<file path="src/rtl/instruction_sequencer.sv">
// Instruction phase sequencer: fetches a word from instruction RAM with a
// ready handshake, steps it through FETCH/DECODE/EXECUTE/WRITEBACK, shortens
// the sequence for opcodes without writeback, and halts on 4'hF or on an
// undefined opcode. Presents the 2-bit phase and latched opcode to the
// control matrix.
module instruction_sequencer #(
  parameter int unsigned INSTR_WIDTH = 16,
  parameter int unsigned COUNT_WIDTH = 16
) (
  input  logic                   clock,
  input  logic                   state_machine_reset,
  input  logic [INSTR_WIDTH-1:0] instruction,
  input  logic                   mem_ready,
  input  logic                   resume,
  output logic                   fetch_req,
  output logic [1:0]             state,
  output logic [3:0]             opcode,
  output logic [INSTR_WIDTH-5:0] operand,
  output logic                   halted,
  output logic                   illegal,
  output logic [COUNT_WIDTH-1:0] instr_count
);

  typedef enum logic [2:0] {
    PH_FETCH     = 3'd0,
    PH_DECODE    = 3'd1,
    PH_EXECUTE   = 3'd2,
    PH_WRITEBACK = 3'd3,
    PH_HALT      = 3'd4
  } phase_t;

  localparam logic [3:0] OP_NOP    = 4'b0000;
  localparam logic [3:0] OP_STORE  = 4'b0011;
  localparam logic [3:0] OP_BRANCH = 4'b0110;
  localparam logic [3:0] OP_HALT   = 4'b1111;

  phase_t                 phase_q, phase_d;
  logic [1:0]             state_q, state_d;
  logic [3:0]             opcode_q;
  logic [INSTR_WIDTH-5:0] operand_q;
  logic                   halted_q;
  logic                   illegal_q;
  logic [COUNT_WIDTH-1:0] count_q, count_d;
  logic                   retire;
  logic                   set_illegal;
  logic                   accept;
  logic [3:0]             fetched_op;

  assign fetched_op = instruction[INSTR_WIDTH-1 -: 4];
  assign accept     = (phase_q == PH_FETCH) && mem_ready;

  // Next phase, retire strobe and illegal-opcode detection.
  always_comb begin
    phase_d     = phase_q;
    retire      = 1'b0;
    set_illegal = 1'b0;
    case (phase_q)
      PH_FETCH: begin
        if (mem_ready) begin
          if (fetched_op == OP_HALT) begin
            phase_d = PH_HALT;
            retire  = 1'b1;
          end else begin
            phase_d = PH_DECODE;
          end
        end
      end
      PH_DECODE: begin
        if (opcode_q == OP_NOP) begin
          phase_d = PH_FETCH;
          retire  = 1'b1;
        end else if (!opcode_q[3]) begin
          phase_d = PH_EXECUTE;
        end else begin
          // 4'hF never reaches DECODE, so any 1xxx here is undefined.
          phase_d     = PH_HALT;
          set_illegal = 1'b1;
        end
      end
      PH_EXECUTE: begin
        if (opcode_q == OP_STORE || opcode_q == OP_BRANCH) begin
          phase_d = PH_FETCH;
          retire  = 1'b1;
        end else begin
          phase_d = PH_WRITEBACK;
        end
      end
      PH_WRITEBACK: begin
        phase_d = PH_FETCH;
        retire  = 1'b1;
      end
      PH_HALT: begin
        if (resume) begin
          phase_d = PH_FETCH;
        end
      end
      default: phase_d = PH_FETCH;
    endcase
  end

  // Encoded phase for the control matrix (HALT reads as FETCH) and saturating count.
  always_comb begin
    state_d = 2'd0;
    case (phase_d)
      PH_DECODE:    state_d = 2'd1;
      PH_EXECUTE:   state_d = 2'd2;
      PH_WRITEBACK: state_d = 2'd3;
      default:      state_d = 2'd0;
    endcase
    count_d = count_q;
    if (retire && (count_q != '1)) begin
      count_d = count_q + COUNT_WIDTH'(1);
    end
  end

  // Sequencer state and registered outputs; reset overrides all inputs.
  always_ff @(posedge clock) begin
    if (state_machine_reset) begin
      phase_q   <= PH_FETCH;
      state_q   <= 2'd0;
      opcode_q  <= '0;
      operand_q <= '0;
      halted_q  <= 1'b0;
      illegal_q <= 1'b0;
      count_q   <= '0;
    end else begin
      phase_q  <= phase_d;
      state_q  <= state_d;
      halted_q <= (phase_d == PH_HALT);
      count_q  <= count_d;
      if (set_illegal) begin
        illegal_q <= 1'b1;
      end
      if (accept) begin
        opcode_q  <= fetched_op;
        operand_q <= instruction[INSTR_WIDTH-5:0];
      end
    end
  end

  assign fetch_req   = (phase_q == PH_FETCH) && !halted_q;
  assign state       = state_q;
  assign opcode      = opcode_q;
  assign operand     = operand_q;
  assign halted      = halted_q;
  assign illegal     = illegal_q;
  assign instr_count = count_q;

endmodule

</file>
<file path="config.mk">
export PLATFORM = sky130hd
export DESIGN_NAME = instruction_sequencer
export DESIGN_NICKNAME = d
export VERILOG_FILES = /design/src/rtl/instruction_sequencer.sv
export SDC_FILE = /design/constraint.sdc
export NUM_CORES = 1
export LEC_CHECK = 0
export BUFFER_PORTS_ARGS = -buffer_cell sky130_fd_sc_hd__buf_2
export CELL_PAD_IN_SITES_DETAIL_PLACEMENT = 1
export CELL_PAD_IN_SITES_GLOBAL_PLACEMENT = 1
export CORE_MARGIN = 3
export CORE_UTILIZATION = 30
export DETAILED_ROUTE_END_ITERATION = 16
export GPL_ROUTABILITY_DRIVEN = 0
export HOLD_SLACK_MARGIN = 0.1
export PLACE_DENSITY_LB_ADDON = 0.1
export RECOVER_POWER = 100
export SLEW_MARGIN = 10
export SYNTH_ARGS = -nofsm -noshare
export SYNTH_HDL_FRONTEND = slang
export SYNTH_SLANG_ARGS = --single-unit
</file>
<file path="constraint.sdc">
create_clock -name clock -period 5.7 [get_ports clock]
set_input_delay 1.14 -clock clock [delete_from_list [all_inputs] [get_ports clock]]
set_output_delay 1.14 -clock clock [all_outputs]
set_load 0.1 [all_outputs]
</file>
; ---- After elaboration in Yosys (flattened, before gate mapping)
; Cells that the tools add are included.
[totals]
register_bits = 39
output_inout_bits = 37
word_cells = 43
inputBits = 20
[classes]
n_addsub = 1
mux = 16
reduce_logical = 7
eq_ne = 12
[ops]
columns = op, count
row1 = $add 16x1->16 const B, 1
row2 = $ne 16x16->1 const B, 1
row3 = $mux 3, 5
row4 = $eq 3x2->1 const B, 4
row5 = $pmux 3 s4, 1
row6 = $mux 1, 7
row7 = $eq 3x1->1 const B, 2
row8 = $eq 3x3->1 const B, 2
row9 = $pmux 2 s3, 1
row10 = $eq 4x2->1 const B, 1
row11 = $eq 4x3->1 const B, 1
row12 = $eq 4x4->1 const B, 1
row13 = $logic_not 4->1, 1
row14 = $pmux 1 s4, 1
row15 = $logic_and 1x1->1, 3
row16 = $logic_not 3->1, 1
row17 = $mux 2, 1
row18 = $logic_not 1->1, 1
row19 = $logic_or 1x1->1, 1

; ---- Longest topological paths before layout
; Gate-level depths: netlist of the first run.
[logic_depth]
depth_word = 6
mapped_depth = 7
ltp_nobuf = 6

; ---- Worst setup path after synthesis of the first run
; Ideal clock, no wire load.
[synth_timing]
path_kind = register -> output
startpoint = reg halted_q, in the netlist halted
endpoint = out fetch_req
path_slack_ns = 0.970
t_required_ns = 4.560
arrival_time_ns = 3.590
stages_incl_launch_ff = 2
n_path_buf = 0
cell_sequence = dfxtp_1 -> nor4_1
[synth_via]
elab_chain_len = 2
[synth_lines]
columns = item, line
row1 = from (decl), 41  ; logic halted_q;
row2 = from (signal assigned), 129  ; halted_q <= (phase_d == PH_HALT);
row3 = $logic_not 1->1, 141  ; assign fetch_req = (phase_q == PH_FETCH) && !halted_q;
row4 = $logic_and 1x1->1, 141
row5 = to (decl), 15  ; output logic fetch_req,
; Every way passes these cells.

; ---- Worst setup path in the final report of the first run
[layout_timing]
startpoint = in instruction[14]
endpoint = reg count_q[9], in the netlist instr_count[9]
[layout_via]
elab_chain_len = 5
[layout_lines]
columns = item, line
row1 = from (decl), 12  ; input logic [INSTR_WIDTH-1:0] instruction,
row2 = $eq 4x4->1, 60  ; if (fetched_op == OP_HALT) begin
row3 = $mux 1, 60
row4 = $mux 1, 59  ; if (mem_ready) begin
row5 = $pmux 1 s4, 57  ; case (phase_q)
row6 = $logic_and 1x1->1, 111  ; if (retire && (count_q != '1)) begin
row7 = to (signal assigned), 130  ; count_q <= count_d;
row8 = to (decl), 43  ; logic [COUNT_WIDTH-1:0] count_q, count_d;
; Every way passes these cells.
; A chain may end at the register's enable or synchronous reset.

==> results of run 1 <==
## state kept, by name, summed over array words and instances (netlist names)
name	count
phase_q	3
opcode	4
instr_count	16
illegal	1
state	2
operand	12
halted	1
## metrics by stage
| step | power, uW | utilization [%] |
|---|---|---|
| after floorplan | 437 | - |
| after global placement | 469 | 38.4 |
| final | 647 | 38.9 |
| after global routing | 678 | 38.9 |
| after detailed placement | 470 | 38.4 |
| after CTS | 663 | 40.0 |
## kinds of logic (layout without fill, tap and decap cells)
family	Yosys count	in the layout	synth area share, %
buf+inv	17	68	3.89
fa+ha+maj	1	1	0.735
mux	2	2	1.25
flops	39	39	45.8
xor+xnor	1	1	0.514
simple gates	87	87	27.0
compound gates	58	58	20.8
## cell usage after synthesis (3+ instances only)
library cell | instances | area share (%)
nand2_1 | 37 | 8.2
o31ai_1 | 11 | 4.8
a21oi_1 | 37 | 11
inv_1 | 4 | 0.88
o21ai_0 | 4 | 1.2
dfxtp_1 | 39 | 46
nand3_1 | 10 | 2.9
and3_1 | 3 | 1.1
nor3_1 | 4 | 1.2
clkbuf_1 | 11 | 2.4
nand4_1 | 3 | 1.1
or3_1 | 3 | 1.1
and4_1 | 4 | 2.1
nor2_1 | 3 | 0.66
or4_1 | 11 | 4.8
## power by group through the flow
| stage | registers [uW] | clock network (uW) | logic, uW |
|---|---|---|---|
| 3_3_place_gp | 303 | 0 | 166 |
| 2_1_floorplan | 384 | 0 | 53.1 |
| 6_report | 298 | 190 | 160 |
| 4_1_cts | 297 | 199 | 166 |
| 5_1_grt | 300 | 209 | 169 |
| 3_5_place_dp | 304 | 0 | 166 |
## worst max-delay path, stage by stage
cell,delay (ns)
buf_2,0.10
and3_1,0.18
and4_1,0.20
o311ai_0,0.34
clkbuf_1,0.91
nor3b_1,0.14
mux2_1,0.35
## routing by layer
metal | share of wire (%) | global-route usage (%)
met1 | 48 | 18.3
met2 | 45 | 24.2
met3 | 6.0 | 3.88
met4 | 0.47 | 5.41
met5 | 0 | 0
## worst min-delay path by stage
stage | slack (ns) | cells past startpoint | end
2_1_floorplan | 0.57 | 2 | illegal$_SDFFE_PP0P_
5_1_grt | 0.48 | 2 | operand[3]$_SDFFE_PP0P_
3_3_place_gp | 0.44 | 2 | operand[4]$_SDFFE_PP0P_
3_5_place_dp | 0.45 | 2 | operand[3]$_SDFFE_PP0P_
6_report | 0.45 | 2 | operand[1]$_SDFFE_PP0P_
4_1_cts | 0.46 | 2 | operand[3]$_SDFFE_PP0P_
## cell type report
type	instances	share of cell area (%)
timing repair buffer	57	11.5
tap	70	4.24
clock buffer	6	4.00
sequential	39	37.8
multi-input combinational	149	41.5
clock inverter	1	0.243
inverter	4	0.728
==> run_results.csv, run 1 <==
group,metric,value,unit
worst_hold_path,min-delay-start,"operand[1]$_SDFFE_PP0P_",
setup_path,arrival,3.37,ns
power,combPwrFrac,24.7,%
floorplan,core_area,5300,sq um
setup_path,cp-endpoint,"instr_count[9]$_SDFFE_PP0P_",
timing,setup_tns,0,ns
global_routing,grt_usage,14.7,%
power,ir_drop,0.121,mV
finish,fillers,672,
route,ant_nets,0,
clock_network,clk_latency,0.29,ns
timing,relSlewSlack,-12.6,%
finish,fin_nets,277,
floorplan,io_pins,57,
setup_path,reg2reg_to,"instr_count[9]$_SDFFE_PP0P_",
route,postRouteWirelength,4730,um
global_routing,antenna_found_initial,0,
synthesis,ys_warn_count,0,
synthesis,synth-edff-count,0,
setup_path,critPathCaptureType,"register",
run_status,status,"finished with violations",
synthesis,syn_inst,205,
power,p_switching,243,uW
clock_network,clock_sinks,39,
finish,multi_input_area,856,sq um
route,via_count,1671,
clock_network,cts.clk_slew.worst_paths,0.07,ns
setup_path,setup.worst_path.start,"instruction[14]",
clock_network,cts_tree,"yes",
clock_network,numCtsBuffers,5,
timing,hold_viol,0,
setup_path,rr_startpoint,"phase_q[0]$_SDFF_PP0_",
clock_network,holdBufCountCts,0,
power,p_int,404,uW
finish,drive_gt1_share,10.2,%
setup_path,r2r_cells,6,
power,p_leak,0.000708,uW
placement,dp_cells,319,
route,drt_iter0_markers,34,
setup_path,criticalPathCategory,"in -> reg",
route,wire_per_inst,14.5,um
timing,fin_ws,2.50,ns
worst_hold_path,hold_class,"reg -> reg",
route,drt_first_pass_iters,4,
floorplan,num_rows,26,
global_routing,grt_max_degree,38,
power,swShare,37.6,%
floorplan,die_x,81.3,um
global_routing,overflow,0,
synthesis,synth.distinct_cells,33,
setup_path,reg2reg_setup_slack,3.01,ns
setup_path,cp_max_fo,31,
timing,finalSetupViolCount,0,
timing,fin_skew,0.00968,ns
synthesis,async_flop_share,0,%
flow_run,maxCapViolCount,1,
clock_network,clk_path_buf_depth,2,
synthesis,syn_area,1700,sq um
floorplan,die_area,6620,sq um
floorplan,dieHeight,81.3,um
placement,numPortBuffers,56,
clock_network,cts_root_buf,"clkbuf_8",
synthesis,syn_area_per_cell,8.31,sq um
clock_network,cts_setup_buffers,0,
synthesis,synth_seq_cells,39,
run_status,violations,"capacitance limit, slew limit",
timing,slew_violations,38,
timing,tightest_slew,1.69,ns
timing,hold_ws,0.455,ns
route,drc,0,
finish,final_cell_mix,"dfxtp_1 (39), clkbuf_1 (39), nand2_1 (37), a21oi_1 (37), buf_2 (18)",
placement,postPlaceCellArea,2030,sq um
route,viasPerCell,5.13,
clock_network,htree_levels,2,
timing,clock.fmax,0.313,GHz
setup_path,critPathLaunchType,"input port",
clock_network,cts_resized,0,
power,power_density,314,nW/um^2
timing,rsz0062_at_grt,"false",
synthesis,synth-seq-area-share,45.8,%
finish,design_area,2060,sq um
finish,syn_to_final_growth,21.2,%
finish,fin_cells,326,
synthesis,synth_nets,226,
power,p_seq_share,46.0,%
floorplan,start_util,32.1,%
finish,final-seq-area,781,sq um
timing,post-route-period-util,56.1,%
setup_path,worst_ep_required_time,5.87,ns
placement,dp_slack,2.94,ns
global_routing,grt_pass1_vias,1605,
timing,period_minus_slack,3.20,ns
synthesis,ys.flop_type,"dfxtp_1",
global_routing,grt_first_pass_wirelength,7570,um
power,clock_power_share,29.4,%
placement,hpwl,3320,um
finish,diodes,0,
No activity file was read; power rests on OpenSTA's default activity.
==> inputs of run 2 (changes only) <==
==> constraint.sdc (replaced) <==
create_clock -name clock -period 3 [get_ports clock]
set_input_delay 0.6 -clock clock [delete_from_list [all_inputs] [get_ports clock]]
set_output_delay 0.6 -clock clock [all_outputs]
set_load 0.1 [all_outputs]
==> run 2 against run 1 <==
Effect of this change:
- the flow now finishes without violations
- critical endpoint is now fetch_req
- worst setup slack worse by 2.0 ns
- power up 88%
- die area unchanged
- clock power up 78%
- routed wire length up 3.9%
- non-clock buffer count up 1
- via count up 2.3%
- cell area up 1.2%
==> run_results.csv, run 2 (synthesized netlist as in run 1, its figures left out) <==
group,metric,value,unit
run_status,status,"complete, no violations",
setup_path,reg2reg_to,"instr_count[10]$_SDFFE_PP0P_",
timing,hold_ws,0.458,ns
global_routing,grt_max_degree,32,
floorplan,start_util,32.1,%
route,viasPerCell,5.21,
global_routing,grt_pass1_vias,1628,
clock_network,clk_latency,0.28,ns
clock_network,cts_resized,0,
clock_network,cts_tree,"yes",
clock_network,cts.clk_slew.worst_paths,0.07,ns
power,power_density,582,nW/um^2
timing,period_minus_slack,2.50,ns
route,via_count,1710,
finish,final_cell_mix,"clkbuf_1 (40), dfxtp_1 (39), nand2_1 (37), a21oi_1 (37), buf_2 (18)",
timing,setup_tns,0,ns
global_routing,antenna_found_initial,0,
clock_network,htree_levels,2,
setup_path,cp-endpoint,"fetch_req",
global_routing,grt_first_pass_wirelength,8180,um
power,p_leak,0.000718,uW
clock_network,clk_path_buf_depth,2,
floorplan,core_area,5300,sq um
setup_path,arrival,1.90,ns
clock_network,holdBufCountCts,0,
finish,largest_reg_flops,16,
power,ir_drop,0.192,mV
setup_path,criticalPathCategory,"reg -> out",
flow_run,maxCapViolCount,0,
global_routing,grt_usage,15.9,%
timing,post-route-period-util,83.5,%
clock_network,cts_setup_buffers,0,
placement,postPlaceCellArea,2060,sq um
global_routing,overflow,0,
setup_path,setup.worst_path.start,"phase_q[1]$_SDFF_PP0_",
timing,clock.fmax,0.399,GHz
timing,finalSetupViolCount,0,
finish,syn_to_final_growth,22.6,%
timing,fin_skew,0.00557,ns
setup_path,rr_startpoint,"phase_q[0]$_SDFF_PP0_",
timing,rsz0062_at_grt,"false",
floorplan,die_area,6620,sq um
clock_network,clock_sinks,39,
finish,fin_nets,278,
power,power,1220,uW
finish,drive_gt1_share,11.2,%
placement,numPortBuffers,56,
clock_network,numCtsBuffers,5,
floorplan,die_x,81.3,um
worst_hold_path,hold_class,"reg -> reg",
route,postRouteWirelength,4920,um
timing,hold_viol,0,
finish,final_core_util,39.4,%
timing,relSlewSlack,20.1,%
route,drt_first_pass_iters,4,
setup_path,critPathCaptureType,"primary output",
route,drc,0,
setup_path,cp_max_fo,8,
finish,fillers,669,
setup_path,r2r_cells,6,
finish,final_common_cell,"clkbuf_1",
floorplan,num_rows,26,
setup_path,critPathLaunchType,"register",
finish,diodes,0,
placement,hpwl,3460,um
route,ant_nets,0,
route,wire_per_inst,15.0,um
setup_path,worst_ep_required_time,2.40,ns
floorplan,io_pins,57,
finish,design_area,2090,sq um
timing,slew_violations,0,
route,drt_iter0_markers,81,
setup_path,reg2reg_setup_slack,0.60,ns
timing,tightest_slew,1.20,ns
clock_network,cts_root_buf,"clkbuf_8",
floorplan,dieHeight,81.3,um
==> run 2: changes by cell type in the layout (fill, tap and decap cells not counted), sizes merged <==
cell    delta
clkbuf     +1
buf        +1
==> run 2: worst min path at each step <==
stage,start,endpoint,slack [ns],cells after the start
2_1_floorplan,phase_q[0]$_SDFF_PP0_,illegal$_SDFFE_PP0P_,0.61,2
3_3_place_gp,operand[3]$_SDFFE_PP0P_,operand[3]$_SDFFE_PP0P_,0.44,2
3_5_place_dp,operand[7]$_SDFFE_PP0P_,operand[7]$_SDFFE_PP0P_,0.45,2
4_1_cts,operand[8]$_SDFFE_PP0P_,operand[8]$_SDFFE_PP0P_,0.46,2
5_1_grt,operand[11]$_SDFFE_PP0P_,operand[11]$_SDFFE_PP0P_,0.48,2
6_report,operand[9]$_SDFFE_PP0P_,operand[9]$_SDFFE_PP0P_,0.46,2
==> run 2: cell type report <==
type                    instances  area, sq um  area share, %
repair buffers                 58          245           11.7
well taps                      70         87.6           4.19
multi-input cells             149          878           42.1
clock buffers                   7         76.3           3.65
inverters                       4         15.0          0.719
flip-flops and latches         39          781           37.4
clock inverters                 1         5.00          0.240
==> run 2: through the flow <==
step	worst slack [ns]	cells
2_1_floorplan	0.306	205
3_3_place_gp	0.811	320
3_5_place_dp	0.787	320
4_1_cts	0.748	328
5_1_grt	0.398	328
6_report	0.495	328
==> run 2: critical path, cell delays in order, from the launching register on <==
cell	delay [ns]
dfxtp_1	0.44
nor4_4	0.30
clkbuf_1	0.88
==> run 2: layer usage <==
metal / part of all wire, % / global-route usage (%)
met2: 45 / 24.0
met1: 49 / 22.2
met3: 5.6 / 3.77
met5: 0 / 0
met4: 0.85 / 4.56
==> run 2: report_power, final <==
| part | internal, uW | leakage [uW] | switching, uW |
|---|---|---|---|
| Clock | 163 | 0.0000422 | 174 |
| Sequential | 542 | 0.000317 | 25.8 |
| Combinational | 50.0 | 0.000358 | 260 |
| Total | 755 | 0.000718 | 460 |
==> inputs of run 3 (changes only) <==
==> constraint.sdc (replaced) <==
create_clock -name clock -period 2.5 [get_ports clock]
set_input_delay 0.5 -clock clock [delete_from_list [all_inputs] [get_ports clock]]
set_output_delay 0.5 -clock clock [all_outputs]
set_load 0.1 [all_outputs]
==> run 3 against run 2 <==
Effect of this change:
- sequential share of layout area is 0.73 points lower
- die area did not move
- cell area rose by 2.8%
- critical path type unchanged
==> run_results.csv, run 3 (synthesized netlist as in run 1, its figures left out) <==
group,metric,value,unit
clock_network,cts_root_buf,"clkbuf_8",
clock_network,cts_setup_buffers,0,
global_routing,grt_pass1_vias,1617,
timing,setup_tns,0,ns
timing,fin_ws,0.349,ns
timing,tightest_slew,1.20,ns
power,power_density,738,nW/um^2
setup_path,crit_path_top_delay_cell,"clkbuf_1",
power,ir_drop,0.225,mV
clock_network,clock_sinks,39,
route,via_count,1722,
setup_path,cp_top_family,"buffers and inverters",
route,wire_per_inst,14.6,um
global_routing,overflow,0,
setup_path,critPathBufInv,1,
clock_network,clk_latency,0.29,ns
finish,final_cell_mix,"nand2_1 (37), a21oi_1 (37), clkbuf_1 (37)",
finish,syn_to_final_growth,26.1,%
floorplan,start_util,32.1,%
timing,relSlewSlack,20.3,%
placement,hpwl,3490,um
flow_run,maxCapViolCount,0,
clock_network,numCtsBuffers,5,
finish,drive_gt1_share,15.3,%
setup_path,worst_ep_required_time,2.00,ns
power,p_leak,0.000757,uW
floorplan,core_area,5300,sq um
placement,dp_slack,0.410,ns
timing,period_minus_slack,2.15,ns
setup_path,criticalPathCategory,"reg -> out",
setup_path,cp_cell_sequence,"clkbuf_1",
finish,diodes,0,
global_routing,grt_first_pass_wirelength,7820,um
finish,largest_reg_flops,16,
timing,post-route-period-util,86.0,%
timing,slew_violations,0,
timing,rsz0062_at_grt,"false",
floorplan,io_pins,57,
clock_network,cts.clk_slew.worst_paths,0.08,ns
global_routing,grt_max_degree,28,
route,ant_nets,0,
timing,finalSetupViolCount,0,
route,viasPerCell,5.19,
clock_network,htree_levels,2,
clock_network,cts_resized,0,
clock_network,holdBufCountCts,0,
timing,fin_skew,0.00421,ns
floorplan,dieHeight,81.3,um
global_routing,grt_usage,15.2,%
finish,fin_nets,282,
worst_hold_path,hold_class,"in -> reg",
setup_path,reg2reg_setup_slack,0.45,ns
run_status,status,"complete, no violations",
timing,hold_viol,0,
route,postRouteWirelength,4830,um
global_routing,antenna_found_initial,0,
floorplan,die_area,6620,sq um
floorplan,num_rows,26,
route,drc,0,
setup_path,critPathCaptureType,"primary output",
setup_path,cp_max_fo,8,
setup_path,critPathLaunchType,"register",
timing,clock.fmax,0.465,GHz
clock_network,cts_tree,"yes",
setup_path,arrival,1.65,ns
placement,numPortBuffers,56,
setup_path,max_stage_delay,0.90,ns
floorplan,die_x,81.3,um
clock_network,clk_path_buf_depth,2,
route,drt_iter0_markers,50,
route,drt_first_pass_iters,5,
run 3: cell count changes in the layout (fill, tap and decap cells not counted), moves of 3 or more:
cell	previous run	this run
buf_4	1	4
clkbuf_1	40	37
dfxtp_1	39	34
dfxtp_2	0	5
run 3: final cells by class:
type                    count  area (sq um)
fillers                   675          3160
multi-input cells         149           871
flip-flops and latches     39           787
repair buffers             62           274
well taps                  70          87.6
clock buffers               5          68.8
clock inverters             3          43.8
inverters                   4          15.0
run 3: tightest hold or removal path, stage by stage:
cell     delay [ns]
buf_2          0.09
nand2_1        0.04
a21oi_1        0.05
run 3: stage by stage:
stage                     utilization, %  total power [uW]  cells  hold WS [ns]  area, sq um
after floorplan                        -              1000    205         0.612         1720
after global placement              39.5              1090    324         0.442         2090
after detailed placement            39.5              1090    324         0.448         2090
after CTS                           41.6              1620    332         0.439         2210
after global routing                40.5              1660    332         0.432         2150
final                               40.5              1590    332         0.443         2150
run 3: per-layer routing:
metal / vias to the layer above / part of all wire [%] / global-route usage, %
li1: 860 / - / -
met1: 824 / 48 / 20.6
met2: 34 / 45 / 23.5
met3: 4 / 5.5 / 4.32
met4: 0 / 0.66 / 4.05
met5: - / 0 / 0
run 3: final timing paths:
kind                                     from                          end  depth (start not counted)
hold / removal                instruction[10]     operand[10]$_SDFFE_PP0P_                          3
setup reg to reg       opcode[1]$_SDFFE_PP0P_  instr_count[6]$_SDFFE_PP0P_                          6
hold reg to reg       operand[2]$_SDFFE_PP0P_      operand[2]$_SDFFE_PP0P_                          2
setup / recovery  instr_count[5]$_SDFFE_PP0P_               instr_count[5]                          1
run 3: report_power, final:
part	internal (uW)	total, uW	leakage, uW	switching, uW
registers	652	679	0.000320	27.1
logic	64.9	380	0.000379	315
clock network	297	527	0.0000581	230
